<file path="src/rtl/hyperram_pkg.sv">
// Shared constants, types and CR0 encoding helpers for the HyperRAM configuration front-end.
package hyperram_pkg;

    localparam logic [31:0] CR0_ADDR = 32'h8000_0800;
    localparam logic [31:0] ID0_ADDR = 32'h8000_0000;

    typedef enum logic [2:0] {
        POR_ST,
        CFG_WR_ST,
        ID_RD_ST,
        ID_WAIT_ST,
        CR_RD_ST,
        CR_WAIT_ST,
        READY_ST
    } cfg_state_t;

    typedef struct packed {
        logic        write;
        logic        read;
        logic [31:0] address;
        logic [15:0] writedata;
        logic [1:0]  byteenable;
        logic [7:0]  burstcount;
    } avm_cmd_t;

    // CR0[7:4] initial-latency encoding as defined by the HyperRAM device.
    function automatic logic [3:0] latency_code(input int latency);
        case (latency)
            3:       return 4'b1110;
            4:       return 4'b1111;
            5:       return 4'b0000;
            6:       return 4'b0001;
            7:       return 4'b0010;
            default: return 4'b1111;
        endcase
    endfunction

    function automatic logic [15:0] cr0_word(input int latency, input logic fixed_lat);
        return {1'b1, 3'b000, 4'b1111, latency_code(latency), fixed_lat, 1'b1, 2'b11};
    endfunction

endpackage

</file>
<file path="src/rtl/hyperram_por_timer.sv">
// Power-up delay: counts LOAD-1 down to 0 after reset release, then pulses done_o once.
module hyperram_por_timer #(
    parameter int LOAD = 15000
) (
    input  logic clk_i,
    input  logic rstn_i,
    output logic done_o
);

    localparam int               CNT_W   = (LOAD > 1) ? $clog2(LOAD) : 1;
    localparam logic [CNT_W-1:0] LOAD_M1 = CNT_W'(LOAD - 1);

    logic [CNT_W-1:0] cnt;
    logic             running;

    always_ff @(posedge clk_i or negedge rstn_i) begin
        if (!rstn_i) begin
            cnt     <= LOAD_M1;
            running <= 1'b1;
        end else if (running) begin
            if (cnt == '0) begin
                running <= 1'b0;
            end else begin
                cnt <= cnt - CNT_W'(1);
            end
        end
    end

    assign done_o = running && (cnt == '0);

endmodule

</file>
<file path="src/rtl/hyperram_config.sv">
// Avalon-MM stage ahead of hyperram_ctrl: waits out power-up, programs and verifies CR0,
// captures ID0, then becomes a zero-latency pass-through.
module hyperram_config
    import hyperram_pkg::*;
#(
    parameter int G_LATENCY        = 4,
    parameter int G_FIXED_LATENCY  = 1,
    parameter int G_POWERUP_CYCLES = 15000
) (
    input  logic        clk_i,
    input  logic        rstn_i,
    input  logic        s_avm_write_i,
    input  logic        s_avm_read_i,
    input  logic [31:0] s_avm_address_i,
    input  logic [15:0] s_avm_writedata_i,
    input  logic [1:0]  s_avm_byteenable_i,
    input  logic [7:0]  s_avm_burstcount_i,
    output logic [15:0] s_avm_readdata_o,
    output logic        s_avm_readdatavalid_o,
    output logic        s_avm_waitrequest_o,
    output logic        m_avm_write_o,
    output logic        m_avm_read_o,
    output logic [31:0] m_avm_address_o,
    output logic [15:0] m_avm_writedata_o,
    output logic [1:0]  m_avm_byteenable_o,
    output logic [7:0]  m_avm_burstcount_o,
    input  logic [15:0] m_avm_readdata_i,
    input  logic        m_avm_readdatavalid_i,
    input  logic        m_avm_waitrequest_i,
    output logic        cfg_done_o,
    output logic        cfg_error_o,
    output logic [15:0] id0_o
);

    if (G_LATENCY < 3 || G_LATENCY > 7) begin : g_bad_latency
        $error("hyperram_config: G_LATENCY must be within 3..7");
    end

    localparam logic [15:0] CR0_WORD = cr0_word(G_LATENCY, G_FIXED_LATENCY != 0);

    cfg_state_t state_q, state_d;
    avm_cmd_t   cmd_q, cmd_d;
    logic       por_done;
    logic       done_q, err_q;
    logic [15:0] id0_q;
    logic       ready;

    hyperram_por_timer #(
        .LOAD (G_POWERUP_CYCLES)
    ) u_por_timer (
        .clk_i  (clk_i),
        .rstn_i (rstn_i),
        .done_o (por_done)
    );

    // Command outputs are registered from the next state, so they move only on transitions.
    always_ff @(posedge clk_i or negedge rstn_i) begin
        if (!rstn_i) begin
            state_q <= POR_ST;
            cmd_q   <= '0;
        end else begin
            state_q <= state_d;
            cmd_q   <= cmd_d;
        end
    end

    always_comb begin
        state_d = state_q;
        case (state_q)
            POR_ST:     if (por_done)               state_d = CFG_WR_ST;
            CFG_WR_ST:  if (!m_avm_waitrequest_i)   state_d = ID_RD_ST;
            ID_RD_ST:   if (!m_avm_waitrequest_i)   state_d = ID_WAIT_ST;
            ID_WAIT_ST: if (m_avm_readdatavalid_i)  state_d = CR_RD_ST;
            CR_RD_ST:   if (!m_avm_waitrequest_i)   state_d = CR_WAIT_ST;
            CR_WAIT_ST: if (m_avm_readdatavalid_i)  state_d = READY_ST;
            default:                                state_d = READY_ST;
        endcase
    end

    always_comb begin
        cmd_d = '0;
        case (state_d)
            CFG_WR_ST: begin
                cmd_d.write      = 1'b1;
                cmd_d.address    = CR0_ADDR;
                cmd_d.writedata  = CR0_WORD;
                cmd_d.byteenable = 2'b11;
                cmd_d.burstcount = 8'd1;
            end
            ID_RD_ST, CR_RD_ST: begin
                cmd_d.read       = 1'b1;
                cmd_d.address    = (state_d == ID_RD_ST) ? ID0_ADDR : CR0_ADDR;
                cmd_d.byteenable = 2'b11;
                cmd_d.burstcount = 8'd1;
            end
            default: cmd_d = '0;
        endcase
    end

    // Only the first beat in a wait state is used; later beats find the FSM elsewhere.
    always_ff @(posedge clk_i or negedge rstn_i) begin
        if (!rstn_i) begin
            done_q <= 1'b0;
            err_q  <= 1'b0;
            id0_q  <= '0;
        end else begin
            if (state_q == ID_WAIT_ST && m_avm_readdatavalid_i) begin
                id0_q <= m_avm_readdata_i;
            end
            if (state_q == CR_WAIT_ST && m_avm_readdatavalid_i) begin
                err_q  <= (m_avm_readdata_i != CR0_WORD);
                done_q <= 1'b1;
            end
        end
    end

    assign ready = (state_q == READY_ST);

    assign m_avm_write_o      = ready ? s_avm_write_i      : cmd_q.write;
    assign m_avm_read_o       = ready ? s_avm_read_i       : cmd_q.read;
    assign m_avm_address_o    = ready ? s_avm_address_i    : cmd_q.address;
    assign m_avm_writedata_o  = ready ? s_avm_writedata_i  : cmd_q.writedata;
    assign m_avm_byteenable_o = ready ? s_avm_byteenable_i : cmd_q.byteenable;
    assign m_avm_burstcount_o = ready ? s_avm_burstcount_i : cmd_q.burstcount;

    assign s_avm_readdata_o      = ready ? m_avm_readdata_i : 16'h0000;
    assign s_avm_readdatavalid_o = ready & m_avm_readdatavalid_i;
    assign s_avm_waitrequest_o   = ready ? m_avm_waitrequest_i : 1'b1;

    assign cfg_done_o  = done_q;
    assign cfg_error_o = err_q;
    assign id0_o       = id0_q;

endmodule
</file>
<file path="config.mk">
export PLATFORM = sky130hd
export DESIGN_NAME = hyperram_config
export DESIGN_NICKNAME = d
export VERILOG_FILES = /design/src/rtl/hyperram_pkg.sv /design/src/rtl/hyperram_por_timer.sv /design/src/rtl/hyperram_config.sv
export SDC_FILE = /design/constraint.sdc
export NUM_CORES = 1
export LEC_CHECK = 0
export ABC_AREA = 1
export ABC_CLOCK_PERIOD_IN_PS = 2700
export CAP_MARGIN = 20
export CORE_MARGIN = 1.5
export CORE_UTILIZATION = 39
export DETAILED_ROUTE_END_ITERATION = 16
export PLACE_DENSITY_LB_ADDON = 0.25
export SLEW_MARGIN = 20
export SYNTH_ARGS = -nofsm -noshare
export SYNTH_HDL_FRONTEND = slang
export SYNTH_SLANG_ARGS = --single-unit
</file>
<file path="constraint.sdc">
create_clock -name clk_i -period 2.7 [get_ports clk_i]
set_clock_uncertainty 0.2 [all_clocks]
set_input_delay 0.405 -clock clk_i [delete_from_list [all_inputs] [get_ports clk_i]]
set_output_delay 0.405 -clock clk_i [all_outputs]
set_load 0.02 [all_outputs]
</file>
# After elaboration in Yosys (flattened, before gate mapping)
# Index checks and enable logic that the tools add are counted.
classes:
  n_lt_le_gt_ge: 0
  n_reduce_logical: 8
  mux: 23
  addsub: 1
  n_div: 0
  multipliers: 0
  n_eq_ne: 10
  shift: 0
  bitwise_logic: 2
op_table:
  columns: ["operator", "count"]
  rows:
  - ["32-bit one-hot mux with 2 select lines", 1]
  - ["16-bit 2-to-1 mux", 3]
  - ["32-bit 2-to-1 mux", 1]
  - ["3-bit 2-to-1 mux", 6]
  - ["3-bit one-hot mux with 6 select lines", 1]
  - ["16-bit != test (second input constant)", 1]
  - ["14-bit logical NOT", 1]
  - ["14-bit by 1-bit subtractor with 14-bit output (second input constant)", 1]
  - ["3-bit equality test (second input constant)", 4]
  - ["12-bit 2-to-1 mux", 1]
  - ["10-bit 2-to-1 mux", 1]
  - ["3-bit by 2-bit equality test with 1-bit output (second input constant)", 3]
  - ["8-bit 2-to-1 mux", 1]
  - ["1-bit 2-to-1 mux", 7]
  - ["3-bit by 1-bit equality test with 1-bit output (second input constant)", 2]
  - ["1-bit logical AND", 3]
  - ["3-bit logical NOT", 1]
  - ["3-bit OR reduction", 1]
  - ["2-bit 2-to-1 mux", 1]
  - ["2-bit AND reduction", 1]
  - ["2-bit OR reduction", 1]
  - ["1-bit bitwise AND", 1]
  - ["1-bit NOT", 1]
word_totals:
  inputBits: 80
  output_inout_bits: 96
  ramBits: 0
  word_cells: 56
  regBits: 96
  latch_bits: 0
  romBits: 0
  mem_count: 0

# Logic depth before layout (Yosys ltp)
# Gate-level depths: netlist of run 1.
depth:
  depth_word: 7
  mapped_depth: 10
  mapped_depth_nobuf: 9

# By module
# From an unflattened synthesis of run 1, not the netlist that was laid out.
unflattened:
  hier_cells: 418
  area_unflattened_um2: 2665.1
modules_own_cells:
  columns: ["module", "area_per_inst_um2", "seq_area_each_um2", "cells_per_inst", "n_inst"]
  rows:
  - ["hyperram_config", 1707.9, 650.6, 284, 1]
  - ["hyperram_por_timer", 957.2, 387.9, 134, 1]

# Worst setup path after synthesis of run 1
# Ideal clock, no wire load.
synth_timing:
  path_type: "flip-flop to output port"
  start: "reg state_q[1]"
  end: "out m_avm_address_o[0]"
  path_slack_ns: 0.907
  required_ns: 2.095
  path_buffers: 1
  path_stages_with_launch: 6
  arrival_time_ns: 1.188
  cell_sequence: "dfrtp_1 -> nand2_1 -> nor2_2 -> inv_2 -> clkbuf_1 -> nor2_1"
synth_via:
  elab_chain_len: 2
synth_rtl:
  columns: ["item", "line_no", "rtl"]
  rows:
  - ["start: declaration", "hyperram_config.sv:41", "cfg_state_t state_q, state_d;"]
  - ["start signal: assignment", "hyperram_config.sv:62", "state_q <= state_d;"]
  - ["3-bit equality test", "hyperram_config.sv:117", "assign ready = (state_q == READY_ST);"]
  - ["32-bit 2-to-1 mux", "hyperram_config.sv:121", "assign m_avm_address_o = ready ? s_avm_address_i : cmd_q.address;"]
  - ["end: declaration", "hyperram_config.sv:23", "output logic [31:0] m_avm_address_o,"]
# Every way passes these cells.

# Final worst setup path of run 1
layout_timing:
  start: "reg state_q[1]"
  end: "out s_avm_readdatavalid_o"
layout_via:
  elab_chain_len: 2
layout_rtl:
  columns: ["item", "line_no", "rtl"]
  rows:
  - ["3-bit equality test", "hyperram_config.sv:117", null]
  - ["1-bit bitwise AND", "hyperram_config.sv:127", "assign s_avm_readdatavalid_o = ready & m_avm_readdatavalid_i;"]
  - ["end: declaration", "hyperram_config.sv:19", "output logic s_avm_readdatavalid_o,"]
# Every way passes these cells.

==> results.txt, run 1 <==
The run finished with clean final reports. The maximum buffer depth of the clock tree is 2. The actual transition at the worst max-transition pin came out at 0.881 ns.

For this run, the register share of the synthesized area comes to 40.4%. The H-tree depth is 2. With fillers left out, the area of the finished cells amounts to 4490 µm². The worst setup path is launched from a flop.

The maximum frequency from static timing analysis is 0.388 GHz. Max-cap violations in this run came to 0. The register-to-register setup slack is 0.87 ns.

The synthesized instance count is 403. The detailed-placement wirelength estimate is 6.71 mm. The number of cells on the worst reg-to-reg path is 9. The per-instance average area after synthesis came out at 6.38 µm².

After the first detailed-routing iteration, the DRC count stood at 138. The number of different library cells used by synthesis comes to 27. The clock period minus worst slack came out at 2.58 ns. The max-slew violation count came out at 0. The floorplan core area is 6350 µm². In this run the clock root is driven by a sky130_fd_sc_hd__clkbuf_8. The number of port buffers is 175. The non-filler instance count after layout is 653. The maximum number of pins on one net before global-route repair is 42. Of all nets on the critical path, the largest fanout is 25. The ratio of total power to cell area is 1040 nW/µm². Clock-pin slew was measured on the worst setup and hold paths at 0.07 ns.

The final hold violation count is 0. The count of final setup violators is 0. For this run, design rule violations remaining after detail routing come to 0.

The latest clock arrival within the worst-skew pair is 0.29 ns. The post-synthesis net count came out at 485. The area of placed instances came out at 4370 µm². The wire length of the first global-routing pass came out at 13.6 mm. The average via count per standard cell is 4.58. Summed over all instances, the cell type with the most area after synthesis is sky130_fd_sc_hd__dfrtp_1. The vertical die dimension is 84.2 µm. The number of warnings issued by yosys is 0. Counting the buffers created by CTS gives 5. The number of antenna cells inserted came out at 0. The nature of the critical path endpoint is an output pin. CTS saw 41 sinks. The routed layout has 2,994 vias.

In the final layout, the share of cells above drive strength 1 is 5.38%. The number of nets at the end of the flow is 657. The tightest min-delay check is of the in2async type. The placer's final routability congestion estimate is 0.966.

The data arrival time of the critical path is 1.98 ns. The aggregate global-route resource usage is 23.7%. The worst setup path is of the reg2out kind. The total instance count after detailed placement is 645.

The worst slew margin relative to its limit came out at 41.3%. The floorplan step defined a die boundary enclosing 7090 µm². The wire length per cell is 12.8 µm. The hold buffer count at CTS came out at 0. The die width is 84.2 µm.

The TritonCTS clock tree is done. The area share of the largest cell type after synthesis is 30.2%. The first TritonRoute pass finished after 4 iterations.

The leakage power came out at 2.43 nW. Across the VDD grid, the largest voltage drop is 0.762 mV. Ranked by total cell area, the synthesized netlist is headed by sky130_fd_sc_hd__dfrtp_1, sky130_fd_sc_hd__nand2_1, sky130_fd_sc_hd__nor2_1, sky130_fd_sc_hd__inv_1, sky130_fd_sc_hd__dfstp_2. The required time at the endpoint of the critical path came out at 2.10 ns. The cell area after synthesis is 2570 µm². The initial antenna violation count came to 0.

The final cycle utilization of the critical path is 95.6%. Summed over all layers, the global routing overflow is 0. The number of global-route vias before repair came out at 2,803. Relative to the synthesized area, the layout overhead comes to 74.8%. The overall power came out at 4.67 mW.

Setup repair after global routing could not meet its margin everywhere. For this configuration, the core starts out at a cell density of 40.5%. The number of nets with antenna violations after detailed routing came out at 0. The number of top-level pins came out at 176. The register bit total from synthesis is 41. The total wirelength of the detailed-routed design is 8.33 mm. The floorplan has 29 rows.
-- final timing paths --
| check | end | start |
|---|---|---|
| max | s_avm_readdatavalid_o | state_q[1] |
| min | id0_o[8] | rstn_i |
| max reg2reg | u_por_timer.cnt[3] | u_por_timer.cnt[0] |
| min reg2reg | cfg_done_o | cfg_done_o |
| max in group asynchronous | id0_o[10] | rstn_i |
| min in group clk_i | cfg_done_o | cfg_done_o |
-- sequential cells by signal, summed over array words and instances (netlist names) --
signal	count
u_por_timer.cnt	14
cfg_done_o	1
u_por_timer.running	1
state_q	3
cmd_q	5
id0_o	16
cfg_error_o	1
-- cell families after synthesis --
| logic type | count (synthesis) | synth area share, % |
|---|---|---|
| AND/OR/NAND/NOR | 236 | 36.4 |
| flip-flops | 41 | 40.4 |
| AO/OA/AOI/OAI | 25 | 5.06 |
| adder cells (fa/ha/maj) | 2 | 0.973 |
| XOR/XNOR | 10 | 3.41 |
| buffers and inverters | 89 | 13.7 |
-- routing by layer --
metal	global-route usage (%)	up-vias	share of wire, %
met5	0	-	0
met4	6.56	0	1.8
met3	5.11	14	5.7
met2	43.5	88	53
met1	27.8	1362	40
li1	-	1530	-
-- area by class of cell --
| type | instances | area, µm² |
|---|---|---|
| multi-input combinational | 273 | 1180 |
| clock inverter | 1 | 5.00 |
| timing repair buffer | 179 | 1790 |
| inverter | 75 | 282 |
| fill | 520 | 1860 |
| tap | 77 | 96.3 |
| clock buffer | 7 | 96.3 |
| sequential | 41 | 1040 |
-- worst max-delay path, cell delays in order (launching register included) --
cell,delay (ns)
sky130_fd_sc_hd__dfrtp_1,0.43
sky130_fd_sc_hd__nand2_1,0.10
sky130_fd_sc_hd__nor2_2,0.12
sky130_fd_sc_hd__inv_2,0.07
sky130_fd_sc_hd__buf_4,0.21
sky130_fd_sc_hd__nor2_1,0.11
sky130_fd_sc_hd__clkdlybuf4s50_1,0.63
-- synthesized netlist by cell type --
| cell type | n |
|---|---|
| sky130_fd_sc_hd__nand2_1 | 128 |
| sky130_fd_sc_hd__nor2_1 | 86 |
| sky130_fd_sc_hd__inv_1 | 73 |
| sky130_fd_sc_hd__dfrtp_1 | 31 |
| sky130_fd_sc_hd__o21ai_1 | 16 |
| sky130_fd_sc_hd__dfstp_2 | 10 |
| sky130_fd_sc_hd__clkbuf_1 | 6 |
| sky130_fd_sc_hd__o21ai_0 | 6 |
| sky130_fd_sc_hd__buf_2 | 5 |
| sky130_fd_sc_hd__nand3_1 | 5 |
| sky130_fd_sc_hd__nor3_1 | 5 |
| sky130_fd_sc_hd__xnor2_1 | 5 |
| sky130_fd_sc_hd__xor2_1 | 5 |
| sky130_fd_sc_hd__nand4_1 | 4 |
| sky130_fd_sc_hd__nand3b_1 | 3 |
| sky130_fd_sc_hd__ha_1 | 2 |
| sky130_fd_sc_hd__inv_2 | 2 |
| sky130_fd_sc_hd__nor2_2 | 2 |
| sky130_fd_sc_hd__a21oi_1 | 1 |
| sky130_fd_sc_hd__a31oi_1 | 1 |
| sky130_fd_sc_hd__a41oi_1 | 1 |
| sky130_fd_sc_hd__buf_4 | 1 |
| sky130_fd_sc_hd__buf_6 | 1 |
| sky130_fd_sc_hd__clkbuf_2 | 1 |
| sky130_fd_sc_hd__nand2_2 | 1 |
| sky130_fd_sc_hd__nand2_4 | 1 |
| sky130_fd_sc_hd__or2_2 | 1 |
-- where the power goes --
| group | internal (mW) | switching [mW] | total (mW) | leakage, nW |
|---|---|---|---|---|
| Clock | 0.231 | 0.200 | 0.431 | 0.0542 |
| Combinational | 1.53 | 1.85 | 3.38 | 1.87 |
| Sequential | 0.773 | 0.0890 | 0.862 | 0.499 |
-- repair_timing --
item	4_1_cts	5_1_grt
hold endpoints to repair	0	0
setup buffers	0	0
resized for setup	0	7
endpoints found under the setup margin	0	42
-- through the flow --
stage               setup TNS, ns  util, %  setup slack, ns  hold slack (ns)
floorplan                       0        -            0.907          -0.0906
global placement                0     68.9            0.364            0.250
detailed placement              0     68.9            0.362            0.254
CTS                             0     70.5           0.0376           0.0633
global route              -0.0520     70.8          -0.0208            0.109
finish                          0     70.8            0.119           0.0269
-- layout by cell type (no fill, tap or decap), types with 3 or more instances in the layout --
cell | netlist | layout
sky130_fd_sc_hd__buf_4 | 1 | 3
sky130_fd_sc_hd__clkbuf_8 | 0 | 7
sky130_fd_sc_hd__clkdlybuf4s50_1 | 0 | 170
sky130_fd_sc_hd__dfrtp_1 | 31 | 31
sky130_fd_sc_hd__dfstp_2 | 10 | 10
sky130_fd_sc_hd__dlymetal6s2s_1 | 0 | 4
sky130_fd_sc_hd__inv_1 | 73 | 73
sky130_fd_sc_hd__nand2_1 | 128 | 127
sky130_fd_sc_hd__nand3_1 | 5 | 5
sky130_fd_sc_hd__nand3b_1 | 3 | 3
sky130_fd_sc_hd__nand4_1 | 4 | 4
sky130_fd_sc_hd__nor2_1 | 86 | 86
sky130_fd_sc_hd__nor3_1 | 5 | 5
sky130_fd_sc_hd__o21ai_0 | 6 | 6
sky130_fd_sc_hd__o21ai_1 | 16 | 16
sky130_fd_sc_hd__xnor2_1 | 5 | 5
sky130_fd_sc_hd__xor2_1 | 5 | 5
Power figures use the tool's default switching activity.
==> run 2: changes to the inputs <==
--- a/config.mk
+++ b/config.mk
@@ -12,7 +12,6 @@
 export CORE_UTILIZATION = 39
 export DETAILED_ROUTE_END_ITERATION = 16
 export PLACE_DENSITY_LB_ADDON = 0.25
-export SLEW_MARGIN = 20
 export SYNTH_ARGS = -nofsm -noshare
 export SYNTH_HDL_FRONTEND = slang
 export SYNTH_SLANG_ARGS = --single-unit
==> results of run 2 <==
Same layout as run 1: the final DEF is identical, and so are final timing and power.
